### config.mk
export PLATFORM = sky130hd
export DESIGN_NAME = cdc_hs_tx
export DESIGN_NICKNAME = d
export VERILOG_FILES = /design/src/rtl/cdc_hs_pkg.sv /design/src/rtl/sync_nff.sv /design/src/rtl/cdc_hs_tx.sv
export SDC_FILE = /design/constraint.sdc
export NUM_CORES = 1
export LEC_CHECK = 0
export CORE_ASPECT_RATIO = 1.5
export CORE_MARGIN = 5
export CORE_UTILIZATION = 55
export DETAILED_ROUTE_END_ITERATION = 10
export GPL_ROUTABILITY_DRIVEN = 1
export PLACE_DENSITY = 0.87
export SYNTH_ARGS = -nofsm -noshare
export SYNTH_HDL_FRONTEND = slang
export SYNTH_SLANG_ARGS = --single-unit
### constraint.sdc
create_clock -name clk -period 3.7 [get_ports clk]
set_clock_uncertainty 0.1 [all_clocks]
set_input_delay 0.37 -clock clk [delete_from_list [all_inputs] [get_ports clk]]
set_output_delay 0.37 -clock clk [all_outputs]
set_load 0.05 [all_outputs]
### src/rtl/cdc_hs_pkg.sv
// Shared types and helpers for the clock-domain-crossing handshake sender.
package cdc_hs_pkg;

  typedef enum logic [1:0] {
    IDLE   = 2'd0,
    REQ_HI = 2'd1,
    ACK_LO = 2'd2,
    ERR    = 2'd3
  } hs_state_t;

  // Width of a counter that must be able to hold the value 'timeout'.
  function automatic int cnt_width(input int timeout);
    return (timeout < 1) ? 1 : $clog2(timeout + 1);
  endfunction

endpackage

### src/rtl/sync_nff.sv
// Multi-flop single-bit synchronizer for an asynchronous level input.
module sync_nff #(
  parameter int STAGES = 2
) (
  input  logic clk,
  input  logic reset,
  input  logic d,
  output logic q
);

  logic [STAGES-1:0] sync_q;

  // Shift the asynchronous level through the flop chain; the first flop may go metastable.
  always_ff @(posedge clk or posedge reset) begin
    if (reset) begin
      sync_q <= '0;
    end else begin
      sync_q <= {sync_q[STAGES-2:0], d};
    end
  end

  assign q = sync_q[STAGES-1];

endmodule

### src/rtl/cdc_hs_tx.sv
// Sending side of a 4-phase req/ack handshake carrying a word to another clock domain.
module cdc_hs_tx
  import cdc_hs_pkg::*;
#(
  parameter int WIDTH       = 8,
  parameter int SYNC_STAGES = 2,
  parameter int TIMEOUT     = 1023
) (
  input  logic             clk,
  input  logic             reset,
  input  logic             send_valid,
  input  logic [WIDTH-1:0] send_data,
  output logic             send_ready,
  output logic             xfer_req,
  output logic [WIDTH-1:0] xfer_data,
  input  logic             xfer_ack,
  output logic             done,
  output logic             timeout_err,
  input  logic             err_clear
);

  localparam int             CNT_W   = cnt_width(TIMEOUT);
  localparam logic [CNT_W-1:0] CNT_MAX = CNT_W'(TIMEOUT);

  hs_state_t        state;
  hs_state_t        state_nxt;
  logic [CNT_W-1:0] cnt;
  logic [CNT_W-1:0] cnt_nxt;
  logic             req_nxt;
  logic             done_nxt;
  logic             err_nxt;
  logic             load;
  logic             ack_s;

  sync_nff #(
    .STAGES(SYNC_STAGES)
  ) u_ack_sync (
    .clk  (clk),
    .reset(reset),
    .d    (xfer_ack),
    .q    (ack_s)
  );

  // A stale ack still high would confuse the next handshake, so accepts wait for it to clear.
  assign send_ready = (state == IDLE) && !timeout_err && !ack_s;

  // Next-state logic: an exit condition always beats the timeout on the same edge.
  always_comb begin
    state_nxt = state;
    cnt_nxt   = cnt;
    req_nxt   = xfer_req;
    done_nxt  = 1'b0;
    err_nxt   = timeout_err;
    load      = 1'b0;
    case (state)
      IDLE: begin
        if (send_valid && send_ready) begin
          load      = 1'b1;
          req_nxt   = 1'b1;
          cnt_nxt   = '0;
          state_nxt = REQ_HI;
        end
      end
      REQ_HI: begin
        if (ack_s) begin
          req_nxt   = 1'b0;
          cnt_nxt   = '0;
          state_nxt = ACK_LO;
        end else if (cnt == CNT_MAX) begin
          err_nxt   = 1'b1;
          req_nxt   = 1'b0;
          state_nxt = ERR;
        end else begin
          cnt_nxt = cnt + CNT_W'(1);
        end
      end
      ACK_LO: begin
        if (!ack_s) begin
          done_nxt  = 1'b1;
          state_nxt = IDLE;
        end else if (cnt == CNT_MAX) begin
          err_nxt   = 1'b1;
          req_nxt   = 1'b0;
          state_nxt = ERR;
        end else begin
          cnt_nxt = cnt + CNT_W'(1);
        end
      end
      ERR: begin
        req_nxt = 1'b0;
        if (err_clear && !ack_s) begin
          err_nxt   = 1'b0;
          state_nxt = IDLE;
        end
      end
      default: begin
        req_nxt   = 1'b0;
        state_nxt = IDLE;
      end
    endcase
  end

  // Control registers; reset withdraws req immediately without waiting for a clock.
  always_ff @(posedge clk or posedge reset) begin
    if (reset) begin
      state       <= IDLE;
      cnt         <= '0;
      xfer_req    <= 1'b0;
      done        <= 1'b0;
      timeout_err <= 1'b0;
    end else begin
      state       <= state_nxt;
      cnt         <= cnt_nxt;
      xfer_req    <= req_nxt;
      done        <= done_nxt;
      timeout_err <= err_nxt;
    end
  end

  // Payload register: loaded only on accept so it is stable for the whole handshake.
  always_ff @(posedge clk or posedge reset) begin
    if (reset) begin
      xfer_data <= '0;
    end else if (load) begin
      xfer_data <= send_data;
    end
  end

endmodule

==> flow_metrics.py, run 1 <==
metrics = {
    "critical_path": {
        "path_delay_family": "buffers and inverters",
        "start_kind": "register",
        "worstPathRequired_ns": 3.23,
        "r2r-end": "cnt[7]$_DFFE_PP0P_",
        "cp_cell_sequence": "inv_1 -> ha_1 -> nand2b_1 -> nor2_1 -> clkdlybuf4s50_1",
        "cp_max_fo": 6,
        "crit_path_end_kind": "primary output",
        "crit_buf_inv": 2,
        "reg2reg_depth": 6,
        "timing.rr.start": "state[0]$_DFFE_PP0P_",
        "cp_slowest_cell": "clkdlybuf4s50_1",
        "crit_arrival_ns": 2.21,
        "r2r_slack_ns": 1.38,
        "critPathMaxStageDelay_ns": 0.80,
        "critical_path_class": "register to primary output",
    },
    "power": {
        "cellPowerDensity_nw_per_um2": 708,
        "power.leakage_uw": 0.000688,
        "peakVddDrop_uv": 541,
        "power_uw": 1140,
    },
    "grt": {
        "grt_overflow": 0,
        "track_usage_pct": 17.1,
        "antenna_found_initial": 0,
        "grt_pass1_vias": 1085,
        "grt_pass1_wl_mm": 4.78,
        "grt_max_degree": 26,
    },
    "final_layout": {
        "synthToLayoutAreaGrowth_pct": 20.9,
        "instances_no_fill": 172,
        "n_antenna_cell": 0,
        "drive_above_1_share_pct": 12.2,
        "fillers": 182,
        "nets": 168,
    },
    "timing": {
        "finalSetupViolations": 0,
        "fin_crit_sh_pct": 72.5,
        "hold_violations": 0,
        "relSlewSlack_pct": 38.4,
        "timing.fmax_mhz": 373,
        "min_period_ns": 2.68,
        "slew_viol_final": 0,
        "rsz0062_at_grt": "no",
        "tightest_slew_ns": 0.923,
        "final.setup.tns_ns": 0,
    },
    "hold_path": {
        "min_path_type": "register to register",
        "holdPathEnd": "u_ack_sync.sync_q[1]$_DFF_PP0_",
        "hp-start": "u_ack_sync.sync_q[0]$_DFF_PP0_",
        "worstHoldPathCells": 0,
    },
    "cts": {
        "cts_hold_buf": 0,
        "clock-root-buffer": "clkbuf_4",
        "cts_inserted_buffers": 3,
        "clock_latency_ns": 0.33,
        "cts.htree.levels": 1,
        "cts_tree": "done",
        "clock_sinks": 25,
        "cts_resized": 0,
        "path_clk_slew_ns": 0.15,
        "cts_buffer_depth": 2,
        "cts_setup_buffers": 0,
    },
    "run_status": {
        "status": "completed",
    },
    "placement": {
        "placed_cells": 168,
        "place_congestion": 0.797,
        "io_buffers": 24,
        "dpl.hpwl_mm": 2.21,
    },
    "floorplanning": {
        "initial_core_util_pct": 55.8,
        "fp.dieW_um": 50.2,
        "io_pins": 25,
        "die_h_um": 70.4,
        "core-area_um2": 2390,
        "fp.dieArea_um2": 3540,
        "num_rows": 22,
    },
    "synth": {
        "synth-edff-count": 0,
        "synth_flop_cell": "dfrtp_1",
        "syn_area_per_cell_um2": 11.0,
        "yosysWarnings": 0,
        "syn_inst": 122,
        "ys_seq_area_share_pct": 46.8,
        "synthDistinctLibCells": 41,
        "synth_async_sr_flop_share_pct": 100,
        "ys_ff_latch": 25,
        "syn_nets": 141,
        "syn_area_um2": 1340,
    },
    "run": {
        "cap_violations": 0,
    },
    "drt": {
        "finalWirelength_mm": 2.92,
        "antenna_left": 0,
        "first_iter_violations": 64,
        "dr.pass1.iters": 4,
        "drc": 0,
        "num_vias": 1104,
        "wl_per_cell_um": 17.0,
        "via_per_inst": 6.42,
    },
}
## per-layer routing
layer	GRT usage, %	routed length (um)
met5	0	0
met2	31.5	1620
met4	8.45	82
met3	2.35	158
met1	18.0	1050
## stage by stage
step                      utilization, %  worst slack [ns]  instance area [um^2]  hold WS (ns)
final                               67.5              1.02                  1620         0.279
after floorplan                        -              1.47                  1340         0.231
after global placement              66.1              1.24                  1580         0.232
after global routing                67.5             0.874                  1620         0.292
after detailed placement            66.1              1.14                  1580         0.246
after CTS                           67.5              1.02                  1620         0.279
## sequential cells by signal, summed over array words and instances, names as in the netlist
name and cells:
cnt 10, done 1, state 2, timeout_err 1, u_ack_sync.sync_q 2, xfer_data 8, xfer_req 1
## where the power goes
part | total (uW) | internal [uW] | leakage [uW] | switching, uW
clock network | 134 | 44.2 | 0.0000183 | 90.2
logic | 634 | 237 | 0.000347 | 397
registers | 375 | 339 | 0.000322 | 36.5
## cell usage after synthesis, types with 3 or more instances
cell type | number | share of area (%)
dfrtp_1 | 25 | 47
a21oi_1 | 9 | 3.4
mux2_2 | 9 | 7.6
nor2_1 | 7 | 2.0
ha_1 | 6 | 5.6
inv_1 | 6 | 1.7
o21ai_0 | 6 | 2.2
nand2_1 | 4 | 1.1
nand2b_1 | 3 | 1.4
nand3_1 | 3 | 1.1
nor3_1 | 3 | 1.1
o21a_1 | 3 | 1.7
## final cells by class
cell class | count | area [um^2] | share of cell area [%]
Timing Repair Buffer | 24 | 240 | 14.9
Sequential cell | 25 | 626 | 38.7
Inverter | 6 | 22.5 | 1.39
Tap cell | 24 | 30.0 | 1.86
Clock buffer | 3 | 22.5 | 1.39
Clock inverter | 1 | 8.76 | 0.542
Multi-Input combinational cell | 89 | 666 | 41.2
## how the worst max path moves through the flow
stage / from / to / depth (start not counted)
floorplan: timeout_err$_DFFE_PP0P_ / cnt[7]$_DFFE_PP0P_ / 5
CTS: state[0]$_DFFE_PP0P_ / send_ready / 5
finish: state[0]$_DFFE_PP0P_ / send_ready / 5
detailed placement: send_valid / cnt[7]$_DFFE_PP0P_ / 5
global route: state[0]$_DFFE_PP0P_ / send_ready / 5
global placement: send_valid / cnt[7]$_DFFE_PP0P_ / 5
## placed cells by master (no fill, tap or decap), types with 2 or more instances in the layout
cell             count
o21a_1               3
o21ai_0              6
clkdlybuf4s50_1     24
and3_1               2
o31ai_1              2
nor3_1               3
nand3_1              3
dfrtp_1             25
nand2_1              4
nand2b_1             3
clkbuf_4             3
mux2_2               9
a22o_1               2
inv_1                6
o211ai_1             2
a22oi_1              2
ha_1                 6
o311ai_2             2
a21oi_1              9
and2b_1              2
and2_1               2
nor2_1               7
## cell families after synthesis
logic type	after synthesis	synth area share, %
multiplexers	10	8.33
AND/OR/NAND/NOR	33	14.1
flip-flops	25	46.8
adder cells (fa/ha/maj)	6	5.62
AO/OA/AOI/OAI	40	21.7
buffers and inverters	8	3.37
## worst reg2reg max path, cell delays in order, from the launching register on
cell	delay (ns)
dfrtp_1	0.40
inv_1	0.10
ha_1	0.29
and2b_1	0.24
a211o_1	0.40
or3_4	0.43
o311ai_2	0.25
No activity file was read; power rests on OpenSTA's default activity.
==> inputs of run 2 (changes only) <==
--- a/config.mk
+++ b/config.mk
@@ -7,10 +7,10 @@
 export LEC_CHECK = 0
 export CORE_ASPECT_RATIO = 1.5
 export CORE_MARGIN = 5
-export CORE_UTILIZATION = 55
+export CORE_UTILIZATION = 51
 export DETAILED_ROUTE_END_ITERATION = 10
 export GPL_ROUTABILITY_DRIVEN = 1
-export PLACE_DENSITY = 0.87
+export PLACE_DENSITY = 0.81
 export SYNTH_ARGS = -nofsm -noshare
 export SYNTH_HDL_FRONTEND = slang
 export SYNTH_SLANG_ARGS = --single-unit
==> constraint.sdc (replaced) <==
create_clock -name clk -period 2.49 [get_ports clk]
set_clock_uncertainty 0.1 [all_clocks]
set_input_delay 0.249 -clock clk [delete_from_list [all_inputs] [get_ports clk]]
set_output_delay 0.249 -clock clk [all_outputs]
set_load 0.05 [all_outputs]
==> flow_metrics.py, run 2 (synthesis gave the netlist of run 1 again) <==
metrics = {
    "critical_path": {
        "crit_path_end_kind": "register",
        "worstPathRequired_ns": 2.63,
        "r2r-end": "cnt[5]$_DFFE_PP0P_",
        "start_kind": "register",
        "reg2reg_depth": 6,
        "timing.rr.start": "state[0]$_DFFE_PP0P_",
        "cp_max_fo": 7,
        "r2r_slack_ns": 0.34,
        "crit_arrival_ns": 2.29,
        "critical_path_class": "register to register",
    },
    "drt": {
        "via_per_inst": 6.09,
        "wl_per_cell_um": 16.1,
        "num_vias": 1071,
        "dr.pass1.iters": 4,
        "finalWirelength_mm": 2.84,
        "first_iter_violations": 57,
        "antenna_left": 0,
        "drc": 0,
    },
    "power": {
        "power.leakage_uw": 0.000705,
        "peakVddDrop_uv": 1020,
        "cellPowerDensity_nw_per_um2": 1050,
    },
    "placement": {
        "dpl.hpwl_mm": 2.22,
        "place_congestion": 0.791,
        "io_buffers": 24,
        "pre_cts_ws_ns": 0.205,
    },
    "grt": {
        "track_usage_pct": 17.7,
        "grt_pass1_vias": 1105,
        "grt_overflow": 0,
        "grt_pass1_wl_mm": 5.10,
        "antenna_found_initial": 0,
        "grt_max_degree": 26,
    },
    "run": {
        "cap_violations": 0,
    },
    "timing": {
        "min_period_ns": 2.15,
        "relSlewSlack_pct": 58.4,
        "final.setup.tns_ns": 0,
        "fin_crit_sh_pct": 86.4,
        "timing.fmax_mhz": 465,
        "hold_violations": 0,
        "tightest_slew_ns": 0.618,
        "timing.final.ws_setup_ns": 0.339,
        "finalSetupViolations": 0,
        "slew_viol_final": 0,
        "rsz0062_at_grt": "no",
    },
    "cts": {
        "cts_setup_buffers": 0,
        "cts_tree": "done",
        "clock_latency_ns": 0.33,
        "cts.htree.levels": 1,
        "cts_hold_buf": 0,
        "cts_resized": 0,
        "cts_inserted_buffers": 3,
        "path_clk_slew_ns": 0.14,
        "cts_buffer_depth": 2,
        "clock_sinks": 25,
        "clock-root-buffer": "clkbuf_4",
    },
    "floorplanning": {
        "core-area_um2": 2480,
        "die_h_um": 72.7,
        "io_pins": 25,
        "num_rows": 22,
        "initial_core_util_pct": 53.9,
        "fp.dieArea_um2": 3760,
        "fp.dieW_um": 51.8,
    },
    "final_layout": {
        "synthToLayoutAreaGrowth_pct": 22.8,
        "regMostFlops": "cnt",
        "final-seq-area_um2": 626,
        "final_cell_mix": "dfrtp_1, clkdlybuf4s50_1, a21oi_1, mux2_2, nor2_1",
        "nets": 172,
        "fillers": 201,
        "largest_reg_flops": 10,
        "n_antenna_cell": 0,
        "top_regs": "cnt (10), xfer_data (8)",
        "drive_above_1_share_pct": 15.1,
        "final_common_cell": "dfrtp_1",
        "utilization_pct": 66.3,
        "multi_input_area_um2": 666,
    },
    "hold_path": {
        "min_path_type": "input pin to async pin",
    },
    "run_status": {
        "status": "completed",
    },
}
[run 2: cell count changes in the layout (fill, tap and decap cells not counted), sizes merged]
| cell | delta |
|---|---|
| clkdlybuf4s50 | -1 |
| buf | +5 |
| inv | -1 |
| clkinvlp | +1 |
[run 2: worst max-delay path: stages (launching register included)]
cell,delay [ns]
dfrtp_1,0.41
inv_1,0.10
ha_1,0.30
and2b_1,0.24
a211o_1,0.29
or3_4,0.39
o311ai_2,0.22
[run 2: through the flow]
| step | cells | area, um^2 | power, uW | hold slack [ns] |
|---|---|---|---|---|
| global route | 176 | 1640 | 1840 | 0.169 |
| CTS | 176 | 1640 | 1740 | 0.139 |
| global placement | 172 | 1610 | 1520 | 0.232 |
| finish | 176 | 1640 | 1720 | 0.138 |
| detailed placement | 172 | 1610 | 1540 | 0.248 |
| floorplan | 122 | 1340 | 1250 | 0.176 |
[run 2: report_power, final]
group / internal (uW) / total, uW / switching, uW
sequential: 503 / 558 / 55.0
combinational: 377 / 973 / 596
clock: 61.6 / 192 / 131
[run 2: metal layers]
metal | share of wire, % | track usage [%] | routed length (um)
met4 | 2.4 | 8.45 | 68
met3 | 2.6 | 2.04 | 75
met1 | 40 | 20.7 | 1130
met5 | 0 | 0 | 0
met2 | 55 | 31.4 | 1560
[run 2: area by class of cell]
class	count	share of cell area, %
tap	24	1.83
clock buffer	3	1.37
sequential	25	38.1
timing repair buffer	28	16.3
inverter	6	1.37
multi-input combinational	89	40.5
clock inverter	1	0.457
[run 2: how the worst max path moves through the flow]
stage / slack [ns] / end / from / depth (start not counted)
global route: 0.21 / cnt[7]$_DFFE_PP0P_ / state[0]$_DFFE_PP0P_ / 6
detailed placement: 0.21 / cnt[7]$_DFFE_PP0P_ / send_valid / 5
CTS: 0.34 / cnt[5]$_DFFE_PP0P_ / state[0]$_DFFE_PP0P_ / 6
floorplan: 0.26 / cnt[7]$_DFFE_PP0P_ / timeout_err$_DFFE_PP0P_ / 5
global placement: 0.26 / cnt[5]$_DFFE_PP0P_ / send_valid / 5
finish: 0.34 / cnt[5]$_DFFE_PP0P_ / state[0]$_DFFE_PP0P_ / 6
==> inputs of run 3 (changes only) <==
--- a/config.mk
+++ b/config.mk
@@ -5,12 +5,13 @@
 export SDC_FILE = /design/constraint.sdc
 export NUM_CORES = 1
 export LEC_CHECK = 0
+export ABC_AREA = 1
 export CORE_ASPECT_RATIO = 1.5
 export CORE_MARGIN = 5
-export CORE_UTILIZATION = 51
+export CORE_UTILIZATION = 55
 export DETAILED_ROUTE_END_ITERATION = 10
 export GPL_ROUTABILITY_DRIVEN = 1
-export PLACE_DENSITY = 0.81
+export PLACE_DENSITY = 0.86
 export SYNTH_ARGS = -nofsm -noshare
 export SYNTH_HDL_FRONTEND = slang
 export SYNTH_SLANG_ARGS = --single-unit
==> constraint.sdc (replaced) <==
create_clock -name clk -period 2.6 [get_ports clk]
set_clock_uncertainty 0.1 [all_clocks]
set_input_delay 0.26 -clock clk [delete_from_list [all_inputs] [get_ports clk]]
set_output_delay 0.26 -clock clk [all_outputs]
set_load 0.05 [all_outputs]
==> flow_metrics.py, run 3 <==
metrics = {
    "timing": {
        "timing.final.ws_setup_ns": 0.440,
        "rsz0062_at_grt": "no",
        "tightest_slew_ns": 0.517,
        "hold_violations": 0,
        "hold_slack_ns": 0.159,
        "finalSetupViolations": 0,
        "slew_viol_final": 0,
        "timing.fmax_mhz": 463,
        "final.setup.tns_ns": 0,
        "min_period_ns": 2.16,
        "relSlewSlack_pct": 65.4,
        "fin_crit_sh_pct": 83.1,
    },
    "floorplanning": {
        "die_h_um": 71.2,
        "fp.dieArea_um2": 3620,
        "initial_core_util_pct": 56.8,
        "core-area_um2": 2420,
        "num_rows": 22,
        "fp.dieW_um": 50.8,
        "io_pins": 25,
    },
    "run_status": {
        "status": "completed",
    },
    "synth": {
        "ys_seq_area_share_pct": 45.5,
        "synth-edff-count": 0,
        "synth_top_area_cell": "dfrtp_1",
        "synth_flop_cell": "dfrtp_1",
        "syn_area_per_cell_um2": 8.70,
        "yosysMostFrequentCell": "nand2_1",
        "syn_area_um2": 1380,
        "synth_async_sr_flop_share_pct": 100,
        "yosysTopAreaCellShare_pct": 45.5,
        "synthTopCellsByCount": "nand2_1, dfrtp_1, inv_1, nand3_1, nor2_1",
        "syn_inst": 158,
        "syn_nets": 177,
        "synth.area.top_cells": "dfrtp_1, nand2_1, mux2_2",
        "yosysWarnings": 0,
        "synthDistinctLibCells": 24,
        "ys_ff_latch": 25,
    },
    "critical_path": {
        "worstPathRequired_ns": 2.24,
        "crit_path_end_kind": "primary output",
        "cp_max_fo": 5,
        "start_kind": "register",
        "cp_slowest_cell": "dfrtp_1",
        "crit_arrival_ns": 1.80,
        "cp_cell_sequence": "inv_1 -> ha_1 -> nand2_1 -> nor2_1 -> dlymetal6s2s_1",
        "critical_path_class": "register to primary output",
        "critPathMaxStageDelay_ns": 0.43,
    },
    "drt": {
        "antenna_left": 0,
        "wl_per_cell_um": 13.9,
        "via_per_inst": 5.46,
        "first_iter_violations": 34,
        "drc": 0,
        "dr.pass1.iters": 4,
        "finalWirelength_mm": 2.91,
        "num_vias": 1147,
    },
    "power": {
        "power_uw": 1670,
        "cellPowerDensity_nw_per_um2": 998,
        "power.leakage_uw": 0.000812,
        "peakVddDrop_uv": 704,
    },
    "cts": {
        "cts_buffer_depth": 2,
        "path_clk_slew_ns": 0.13,
        "clock_sinks": 25,
        "cts_inserted_buffers": 3,
        "clock-root-buffer": "clkbuf_4",
        "cts.htree.levels": 1,
        "clock_latency_ns": 0.32,
        "cts_tree": "done",
    },
    "final_layout": {
        "final_common_cell": "nand2_1",
        "drive_above_1_share_pct": 14.5,
        "top_regs": "cnt (10), xfer_data (8)",
        "nets": 206,
        "n_antenna_cell": 0,
        "instances_no_fill": 210,
        "largest_reg_flops": 10,
        "regMostFlops": "cnt",
        "final_cell_mix": "nand2_1, dfrtp_1, clkdlybuf4s50_1",
        "synthToLayoutAreaGrowth_pct": 21.6,
    },
    "grt": {
        "grt_overflow": 0,
        "grt_max_degree": 26,
        "track_usage_pct": 18.6,
        "grt_pass1_vias": 1172,
        "antenna_found_initial": 0,
        "grt_pass1_wl_mm": 5.29,
    },
    "placement": {
        "placed_cells": 206,
        "dpl.hpwl_mm": 2.29,
        "place_congestion": 0.932,
        "io_buffers": 24,
        "pre_cts_ws_ns": 0.425,
    },
    "run": {
        "cap_violations": 0,
    },
    "hold_path": {
        "min_path_type": "input pin to async pin",
    },
}
## run 3: report_power, final
part	leakage, uW	switching (uW)	internal [uW]	total [uW]
combinational	0.000472	617	329	946
clock	0.0000177	117	57.8	175
sequential	0.000322	59.6	488	548
total	0.000812	794	875	1670
## run 3: final timing paths
path / from / end / slack (ns) / depth (start not counted)
worst max-delay path: state[0]$_DFFE_PP0P_ / send_ready / 0.44 / 5
worst min-delay path: reset / xfer_data[5]$_DFFE_PP0P_ / 0.16 / 3
worst max register to register: state[0]$_DFFE_PP0P_ / cnt[7]$_DFFE_PP0P_ / 0.74 / 7
worst min register to register: u_ack_sync.sync_q[0]$_DFF_PP0_ / u_ack_sync.sync_q[1]$_DFF_PP0_ / 0.26 / 0
max in group asynchronous: reset / state[1]$_DFFE_PP0P_ / 2.01 / 3
min in group clk: u_ack_sync.sync_q[0]$_DFF_PP0_ / u_ack_sync.sync_q[1]$_DFF_PP0_ / 0.26 / 0
## run 3: area by class of cell
| class | count | area [um^2] |
|---|---|---|
| fill | 192 | 751 |
| multi-input combinational | 116 | 678 |
| sequential | 25 | 626 |
| timing repair buffer | 25 | 250 |
| inverter | 16 | 60.1 |
| tap | 24 | 30.0 |
| clock buffer | 3 | 22.5 |
| clock inverter | 1 | 5.00 |
## run 3: stage by stage
step           utilization [%]  area (um^2)
3_5_place_dp              67.8         1640
3_3_place_gp              67.8         1640
4_1_cts                   68.9         1670
2_1_floorplan                -         1380
6_report                  69.0         1670
5_1_grt                   69.0         1670
## run 3: kinds of logic after synthesis
logic type | synth area share (%)
xor gates and xnor gates | 1.91
adders and majority gates | 5.46
buffers and inverters | 5.19
and+or+nand+nor | 30.2
muxes | 6.55
DFF | 45.5
AOI/OAI and AO/OA | 5.19
## run 3: timing repair
item / 4_1_cts / 5_1_grt
gates resized for setup: 0 / 1
hold buffers: 0 / 0
setup buffers: 0 / 0
endpoints found under the setup margin: 0 / 1
## run 3: worst max-delay path, delay by kind of cell, from the launching register on
kind,cells,cell delay [ns]
and+or+nand+nor,2,0.19
buffers and inverters,2,0.59
DFF,1,0.43
adders and majority gates,1,0.27
## run 3: layer usage
layer / vias up / wire length, um / GRT usage [%]
li1: 560 / - / -
met1: 550 / 1130 / 19.9
met2: 32 / 1560 / 32.6
met3: 5 / 176 / 5.82
met4: 0 / 50 / 7.95
met5: - / 0 / 0
